$ cat config.mk
export PLATFORM = sky130hd
export DESIGN_NAME = wb_stage_flat
export DESIGN_NICKNAME = d
export VERILOG_FILES = /design/src/rtl/wb_pkg.sv /design/src/rtl/wb_if.sv /design/src/rtl/wb_load_timer.sv /design/src/rtl/wb_stage.sv /design/src/flat_wrapper.sv
export SDC_FILE = /design/constraint.sdc
export NUM_CORES = 1
export LEC_CHECK = 0
export BUFFER_PORTS_ARGS = -buffer_cell sky130_fd_sc_hd__buf_2
export CORE_UTILIZATION = 35
export CTS_CLUSTER_SIZE = 28
export DETAILED_ROUTE_END_ITERATION = 16
export GPL_ROUTABILITY_DRIVEN = 0
export PLACE_DENSITY = 0.73
export SETUP_SLACK_MARGIN = 0.05
export SKIP_LAST_GASP = 1
export SLEW_MARGIN = 10
export SYNTH_ARGS = -nofsm -noshare
export SYNTH_HDL_FRONTEND = slang
export SYNTH_SLANG_ARGS = --single-unit
$ cat constraint.sdc
create_clock -name clk -period 4.5 [get_ports clk]
set_clock_uncertainty 0.2 [all_clocks]
set_input_delay 0.225 -clock clk [delete_from_list [all_inputs] [get_ports clk]]
set_output_delay 0.225 -clock clk [all_outputs]
set_load 0.02 [all_outputs]
$ cat src/rtl/wb_pkg.sv
// wb_pkg: shared types and constants for the write-back stage.
package wb_pkg;
   typedef enum logic {IDLE, LOAD_WAIT} state_t;
   localparam int DATA_W = 32;
   localparam int IDX_W = 4;
   localparam int NUM_REGS = 15;
   localparam logic [IDX_W-1:0] REG_PC = 4'd15;
endpackage

$ cat src/rtl/wb_if.sv
// wb_if: MEM-stage inputs, memory read return and register-file write port.
// load_err exists only when WB_TIMEOUT_EN is defined.
interface wb_if;
   import wb_pkg::*;
   logic              in_valid;
   logic              in_wb_en;
   logic              in_mem_r_en;
   logic [IDX_W-1:0]  in_dest;
   logic [DATA_W-1:0] in_alu_result;
   logic              mem_rvalid;
   logic [DATA_W-1:0] mem_rdata;
   logic              stall;
   logic              wb_en;
   logic [IDX_W-1:0]  wb_dest;
   logic [DATA_W-1:0] wb_value;
`ifdef WB_TIMEOUT_EN
   logic              load_err;
`endif
   modport master (
      output in_valid, in_wb_en, in_mem_r_en, in_dest, in_alu_result, mem_rvalid, mem_rdata,
      input stall, wb_en, wb_dest, wb_value
`ifdef WB_TIMEOUT_EN
      , load_err
`endif
   );
   modport slave (
      input in_valid, in_wb_en, in_mem_r_en, in_dest, in_alu_result, mem_rvalid, mem_rdata,
      output stall, wb_en, wb_dest, wb_value
`ifdef WB_TIMEOUT_EN
      , load_err
`endif
   );
endinterface

$ cat src/rtl/wb_load_timer.sv
// wb_load_timer: counts load-wait cycles and flags expiry on the last one.
module wb_load_timer #(
   parameter int TIMEOUT_CYCLES = 15
) (
   input  logic clk,
   input  logic rst,
   input  logic i_inc,
   input  logic i_clr,
   output logic o_expire
);
   localparam int CW = $clog2(TIMEOUT_CYCLES + 1);
   logic [CW-1:0] r_cnt;
   assign o_expire = i_inc && (r_cnt == CW'(TIMEOUT_CYCLES - 1));
   always_ff @(posedge clk or posedge rst)
      if (rst) r_cnt <= '0;
      else     r_cnt <= (i_clr || o_expire) ? '0 : i_inc ? r_cnt + 1'b1 : r_cnt;
endmodule

$ cat src/rtl/wb_stage.sv
// wb_stage: write-back stage retiring ALU results and loads, stalling upstream on slow loads.
// Optional load timeout with load_err pulse when WB_TIMEOUT_EN is defined.
module wb_stage
   import wb_pkg::*;
#(
   parameter int TIMEOUT_CYCLES = 15
) (
   input logic   clk,
   input logic   rst,
   wb_if.slave   i_bus
);
   state_t            r_state, w_state_nx;
   logic              r_ld_wb_en;
   logic [IDX_W-1:0]  r_ld_dest;
   logic              r_wb_en;
   logic [IDX_W-1:0]  r_wb_dest;
   logic [DATA_W-1:0] r_wb_value;
   logic              w_ret_idle, w_ret_wait, w_go_wait, w_wr, w_expire;
   logic [IDX_W-1:0]  w_dest_nx;
   logic [DATA_W-1:0] w_value_nx;

   if (TIMEOUT_CYCLES < 1) begin : g_bad_timeout
      $error("TIMEOUT_CYCLES must be at least 1");
   end

   always_comb begin
      w_ret_idle = r_state == IDLE && i_bus.in_valid && (!i_bus.in_mem_r_en || i_bus.mem_rvalid);
      w_ret_wait = r_state == LOAD_WAIT && i_bus.mem_rvalid;
      w_go_wait  = r_state == IDLE && i_bus.in_valid && i_bus.in_mem_r_en && !i_bus.mem_rvalid;
      w_dest_nx  = w_ret_wait ? r_ld_dest : i_bus.in_dest;
      w_wr       = (w_ret_idle ? i_bus.in_wb_en : w_ret_wait ? r_ld_wb_en : 1'b0) && (w_dest_nx != REG_PC);
      w_value_nx = (w_ret_wait || i_bus.in_mem_r_en) ? i_bus.mem_rdata : i_bus.in_alu_result;
      w_state_nx = w_go_wait ? LOAD_WAIT : (w_ret_wait || w_expire) ? IDLE : r_state;
   end

   always_ff @(posedge clk or posedge rst) begin
      if (rst) begin
         r_state    <= IDLE;
         r_ld_wb_en <= 1'b0;
         r_ld_dest  <= '0;
         r_wb_en    <= 1'b0;
         r_wb_dest  <= '0;
         r_wb_value <= '0;
      end else begin
         r_state <= w_state_nx;
         r_wb_en <= w_wr;
         if (w_wr) begin
            r_wb_dest  <= w_dest_nx;
            r_wb_value <= w_value_nx;
         end
         if (w_go_wait) begin
            r_ld_wb_en <= i_bus.in_wb_en;
            r_ld_dest  <= i_bus.in_dest;
         end
      end
   end

   // stall must drop during reset even though the input decode would still see a load
   assign i_bus.stall    = !rst && (r_state == LOAD_WAIT || w_go_wait);
   assign i_bus.wb_en    = r_wb_en;
   assign i_bus.wb_dest  = r_wb_dest;
   assign i_bus.wb_value = r_wb_value;

`ifdef WB_TIMEOUT_EN
   logic r_load_err;
   wb_load_timer #(.TIMEOUT_CYCLES(TIMEOUT_CYCLES)) u_timer (
      .clk      (clk),
      .rst      (rst),
      .i_inc    (r_state == LOAD_WAIT && !i_bus.mem_rvalid),
      .i_clr    (r_state != LOAD_WAIT),
      .o_expire (w_expire)
   );
   always_ff @(posedge clk or posedge rst)
      if (rst) r_load_err <= 1'b0;
      else     r_load_err <= w_expire;
   assign i_bus.load_err = r_load_err;
`else
   assign w_expire = 1'b0;
`endif
endmodule
$ cat src/flat_wrapper.sv
// flat-port wrapper written by rule: the top's interface ports become plain ports
module wb_stage_flat import wb_pkg::*;
#(
   parameter int TIMEOUT_CYCLES = 15
)
  (clk, rst, i_bus_in_valid, i_bus_in_wb_en, i_bus_in_mem_r_en, i_bus_in_dest, i_bus_in_alu_result, i_bus_mem_rvalid, i_bus_mem_rdata, i_bus_stall, i_bus_wb_en, i_bus_wb_dest, i_bus_wb_value);
  wb_if i_bus_i ();
  input logic clk;
  input logic rst;
  input wire logic [$bits(i_bus_i.in_valid)-1:0] i_bus_in_valid;
  input wire logic [$bits(i_bus_i.in_wb_en)-1:0] i_bus_in_wb_en;
  input wire logic [$bits(i_bus_i.in_mem_r_en)-1:0] i_bus_in_mem_r_en;
  input wire logic [$bits(i_bus_i.in_dest)-1:0] i_bus_in_dest;
  input wire logic [$bits(i_bus_i.in_alu_result)-1:0] i_bus_in_alu_result;
  input wire logic [$bits(i_bus_i.mem_rvalid)-1:0] i_bus_mem_rvalid;
  input wire logic [$bits(i_bus_i.mem_rdata)-1:0] i_bus_mem_rdata;
  output wire logic [$bits(i_bus_i.stall)-1:0] i_bus_stall;
  output wire logic [$bits(i_bus_i.wb_en)-1:0] i_bus_wb_en;
  output wire logic [$bits(i_bus_i.wb_dest)-1:0] i_bus_wb_dest;
  output wire logic [$bits(i_bus_i.wb_value)-1:0] i_bus_wb_value;
  assign i_bus_i.in_valid = i_bus_in_valid;
  assign i_bus_i.in_wb_en = i_bus_in_wb_en;
  assign i_bus_i.in_mem_r_en = i_bus_in_mem_r_en;
  assign i_bus_i.in_dest = i_bus_in_dest;
  assign i_bus_i.in_alu_result = i_bus_in_alu_result;
  assign i_bus_i.mem_rvalid = i_bus_mem_rvalid;
  assign i_bus_i.mem_rdata = i_bus_mem_rdata;
  assign i_bus_stall = i_bus_i.stall;
  assign i_bus_wb_en = i_bus_i.wb_en;
  assign i_bus_wb_dest = i_bus_i.wb_dest;
  assign i_bus_wb_value = i_bus_i.wb_value;
  wb_stage #(.TIMEOUT_CYCLES(TIMEOUT_CYCLES)) u_core (.clk(clk), .rst(rst), .i_bus(i_bus_i));
endmodule
[Word-level counts from Yosys, hierarchy flattened]
Index checks and enable logic that the tools add are counted.
Cells by class
  equal/unequal tests: 1
  multiplexer cells: 6
  bitwise logic cells: 1
  reductions and logical operators: 14
Operators by type and width (count)
  two-way mux 32 bit: 1
  logical AND 1 bit: 7
  two-way mux 1 bit: 4
  two-way mux 4 bit: 1
  inequality test 4 bit (second input constant): 1
  zero test 1 bit: 3
  logical OR 1 bit: 3
  nonzero test 2 bit: 1
  NOT 1 bit: 1
Word-level totals
  bits in registers: 43

[Longest topological paths before layout]
  depth after elaboration: 6
  gate-level depth with buffers: 6

[Least setup slack after synthesis]
OpenSTA, ideal clock, no wires.
  path type: reg2reg
  start: reg u_core.r_state
  end: reg u_core.r_wb_value[22] (netlist: u_core.i_bus.wb_value[22])
  setup time: 0.125 ns
  arrival: 1.559 ns
  data required time: 4.175 ns
  slack: 2.616 ns
  cell stages (with the launch flop): 5
  buffers on the path: 1
  cell sequence: dfrtp_1 a21oi_1 buf_2 mux2_2 mux2_2
Between the ends
  longest elaborated chain between the ends: 5
Ends and longest elaborated chain
  start: declaration: RTL line wb_stage.sv:12  | state_t r_state, w_state_nx;
  start signal: assignment: RTL line wb_stage.sv:45  | r_state <= w_state_nx;
  parallel branches: the longest is 5 deep, another holds two-way mux 4 bit
  end signal: assignment: RTL line wb_stage.sv:49  | r_wb_value <= w_value_nx;
  end: declaration: RTL line wb_stage.sv:17  | logic [DATA_W-1:0] r_wb_value;
Parallel ways; which one is timed is not known.
A chain may end at the register's enable or synchronous reset.

[Worst setup path in the final report]
  start: in i_bus_mem_rvalid
  end: reg u_core.r_wb_value[24] (netlist: u_core.i_bus.wb_value[24])
Between the ends
  longest elaborated chain between the ends: 4
Ends and longest elaborated chain
  start: declaration: RTL line flat_wrapper.sv:15  | input wire logic [$bits(i_bus_i.mem_rvalid)-1:0] i_bus_mem_rvalid;
  logical AND 1 bit / logical OR 1 bit (equally long branches): RTL line wb_stage.sv:28, wb_stage.sv:27
  two-way mux 4 bit, or another cell as far along: RTL line wb_stage.sv:30  | w_dest_nx = w_ret_wait ? r_ld_dest : i_bus.in_dest;
  inequality test 4 bit / two-way mux 1 bit (equally long branches): RTL line wb_stage.sv:31  | w_wr = (w_ret_idle ? i_bus.in_wb_en : w_ret_wait ? r_ld_wb_en : 1'b0) && (w_dest_nx != REG_PC);
  logical AND 1 bit: RTL line wb_stage.sv:31
Several ways; a longest one is shown, not always the timed one.

==> results by group <==
Worst setup path
  • Critical path class: in -> reg
  • Worst EP arrival: 2670 ps
  • Crit path max fanout: 21
  • Critical Path RT: ~4500 ps
  • Crit path launch type: primary input
  • Critical Path End Type: flop

Power and ir drop
  • P per Cell Area: 417 nW/um2
  • Flop pwr share: 44.4%
  • Peak VDD IR: 0.202 mV
  • Switch share: a little under a third
  • Clock power frac: between 20% and 30%
  • P_sw: around 0.00038 W
  • Pleak: around 1.4 nW
  • Tot Pwr: 0.00120 W
  • Comb power frac: 33.8%
  • Total internal power: 0.000814 W

STA
  • Setup TNS: 0 ps
  • Final setup vio count: 0
  • Slew Viols, Final: 0
  • RSZ-0062 raised after global routing: false
  • Setup WS post-layout: approximately 1800 ps
  • Final Cycle Share: between 50% and 60%
  • Pin slew with the least headroom to its limit: 1040 ps
  • Fmax: 371 MHz
  • Rel. slew slack: between 30% and 40%
  • Fin Hold WS: roughly 97 ps
  • Tmin final: between 2000 and 3000 ps
  • Final hold violation count: 0

Detailed routing
  • Vias: 1,581
  • Post-Route WL: 4230 um
  • Post-route DRC: 0
  • DR WL/cell: 12.6 um
  • Antenna-violating nets left: 0
  • Via density: ~4.7
  • Drt pass-1 iters: 4
  • Iteration-0 DRC Markers: 41

Job
  • Max cap viols: 0

Finish
  • Nets: around 340
  • Fin util: around half
  • Inserted Diodes: 0
  • Most common library cell in the layout ignoring fill and taps: buf_2
  • Area grow syn2layout: 35.2%
  • # fillers: 539
  • Most frequent cells in the layout: buf_2, mux2_2, dfrtp_1
  • Share of cells above drive strength 1: about three quarters

Floorplan
  • I/O pins: 112
  • Placeable Area: 5890 um2
  • Width of the die: between 70 and 80 um
  • Die H: 79.9 um
  • Site row count: 28
  • Starting density of the core: 36.1%
  • Die ar.: between 6000 and 7000 um2

Yosys
  • Compound-cell area share of the yosys netlist: 2.95%
  • Ys Warns: 0
  • Synth Register Bits: 43
  • Cell taking the most area after synthesis: dfrtp_1
  • Mapped Cells: ~140
  • Synth Net Count: roughly 220
  • Post-synthesis simple-gate area fraction: under 10%
  • Post-synthesis sequential area ratio: 50.7%
  • Mapped cell area: between 2000 and 2500 um2
  • Largest family of logic cells by synthesized area: multiplexers
  • Top-area cell type share of the netlist area: just over 50%
  • Top cells by area, synth: dfrtp_1, mux2_2, buf_12, mux2i_1, a2bb2oi_1
  • Share of synthesized cell area in full adder, half adder and majority cells: 0%
  • Syn avg cell area: around 15 um2
  • XOR/XNOR Fraction of Synth Area: 0%
  • Yosys cell types: 20
  • Mux share of post-synthesis cell area: 39.1%

GRT
  • Vias in the first global route: about 1,600
  • GRT overflow: 0
  • Tot GR Track Use: 14.1%
  • First-pass GRT wire length: 6980 um
  • Antenna violations before repair: 0
  • Largest net degree at the start of global routing: between 40 and 50

Hold path
  • HP Class: in -> reg

CTS
  • Clock transition at path regs: 80 ps
  • Cts bufs inserted: 5
  • Root Buffer: clkbuf_8
  • CTS sink cnt: 43
  • CTS H-tree depth: 2
  • Setup repair bufs after CTS: 0
  • CTS tree: built
  • Clk_lat worst skew: about 280 ps
  • Clock tree buffer depth: 2

Place
  • Port-buffer cells: 111
  • DP Worst Slack: 1940 ps
  • DP HPWL: 3110 um

Outcome
  • Status: completed
-- what timing repair did --
action                                 in CTS  in global routing
endpoints found under the hold margin      49                  0
hold buffers                                7                  0
resized for setup                           0                  0
-- critical path, stage by stage --
cell and delay [ps]:
dlygate4sd3_1 520, buf_2 170, nor2b_1 100, o31ai_4 290
o211a_1 590, buf_4 390, mux2_2 370
-- through the flow --
stage | cells | cell area [um2]
after floorplan | 143 | 2120
after global placement | 322 | 2700
after detailed placement | 322 | 2700
after CTS | 337 | 2870
after global routing | 337 | 2870
final | 337 | 2870
-- synthesized netlist by cell type --
| master | count |
|---|---|
| dfrtp_1 | 43 |
| nor2b_1 | 1 |
| nor2_1 | 3 |
| a21oi_1 | 1 |
| clkbuf_1 | 1 |
| buf_12 | 3 |
| and4_1 | 1 |
| buf_2 | 3 |
| nand2_1 | 2 |
| mux2_2 | 71 |
| nand4_1 | 1 |
| and3b_2 | 1 |
| o211a_1 | 1 |
| o31ai_4 | 1 |
| mux2i_1 | 3 |
| inv_1 | 1 |
| buf_6 | 1 |
| a2bb2oi_1 | 3 |
| nand3_1 | 1 |
| nand2_2 | 1 |
-- flip-flops by register name, summed over array words and instances (netlist names) --
| signal | flops |
|---|---|
| u_core.r_state | 1 |
| u_core.i_bus.wb_dest | 4 |
| u_core.r_ld_dest | 4 |
| u_core.i_bus.wb_value | 32 |
| u_core.i_bus.wb_en | 1 |
| u_core.r_ld_wb_en | 1 |
-- layout make-up --
| type | count | area (um2) | area share [%] |
|---|---|---|---|
| clock buffer | 8 | 100 | 3.49 |
| sequential | 43 | 1080 | 37.5 |
| tap | 75 | 93.8 | 3.27 |
| timing repair buffer | 119 | 633 | 22.0 |
| multi-input combinational | 91 | 965 | 33.6 |
| inverter | 1 | 3.75 | 0.131 |
-- path summary, 6_finish.rpt --
path | from | end | slack [ps] | cells after the start
min in group asynchronous | rst | u_core.i_bus.wb_value[26]$_DFFE_PP0P_ | 480 | 3
max in group asynchronous | rst | u_core.i_bus.wb_value[28]$_DFFE_PP0P_ | 3080 | 3
max | i_bus_mem_rvalid | u_core.i_bus.wb_value[24]$_DFFE_PP0P_ | 1800 | 7
max reg2reg | u_core.r_state$_DFFE_PP0P_ | u_core.i_bus.wb_value[24]$_DFFE_PP0P_ | 1990 | 4
min reg2reg | u_core.i_bus.wb_value[6]$_DFFE_PP0P_ | u_core.i_bus.wb_value[6]$_DFFE_PP0P_ | 300 | 1
min | i_bus_mem_rdata[30] | u_core.i_bus.wb_value[30]$_DFFE_PP0P_ | 100 | 3
-- power groups by stage --
stage          combinational, W  clock [W]  sequential (W)
2_1_floorplan          0.000154          0        0.000649
3_5_place_dp           0.000407          0        0.000539
4_1_cts                0.000411   0.000278        0.000533
5_1_grt                0.000436   0.000288        0.000546
3_3_place_gp           0.000397          0        0.000539
6_report               0.000405   0.000260        0.000532
-- cell families (layout without fill, tap and decap cells) --
group / after synthesis / in the layout
AO/OA/AOI/OAI: 6 / 6
buffers and inverters: 9 / 128
flip-flops: 43 / 43
multiplexers: 74 / 74
AND/OR/NAND/NOR: 11 / 11
-- per-layer routing --
metal  global-route usage [%]  wire [um]  vias to the layer above
li1                         -          -                      751
met3                     2.97        196                        6
met4                     6.07         46                        0
met2                     25.7       2250                       49
met5                        0          0                        -
met1                     15.7       1740                      775
Power figures use the tool's default switching activity.
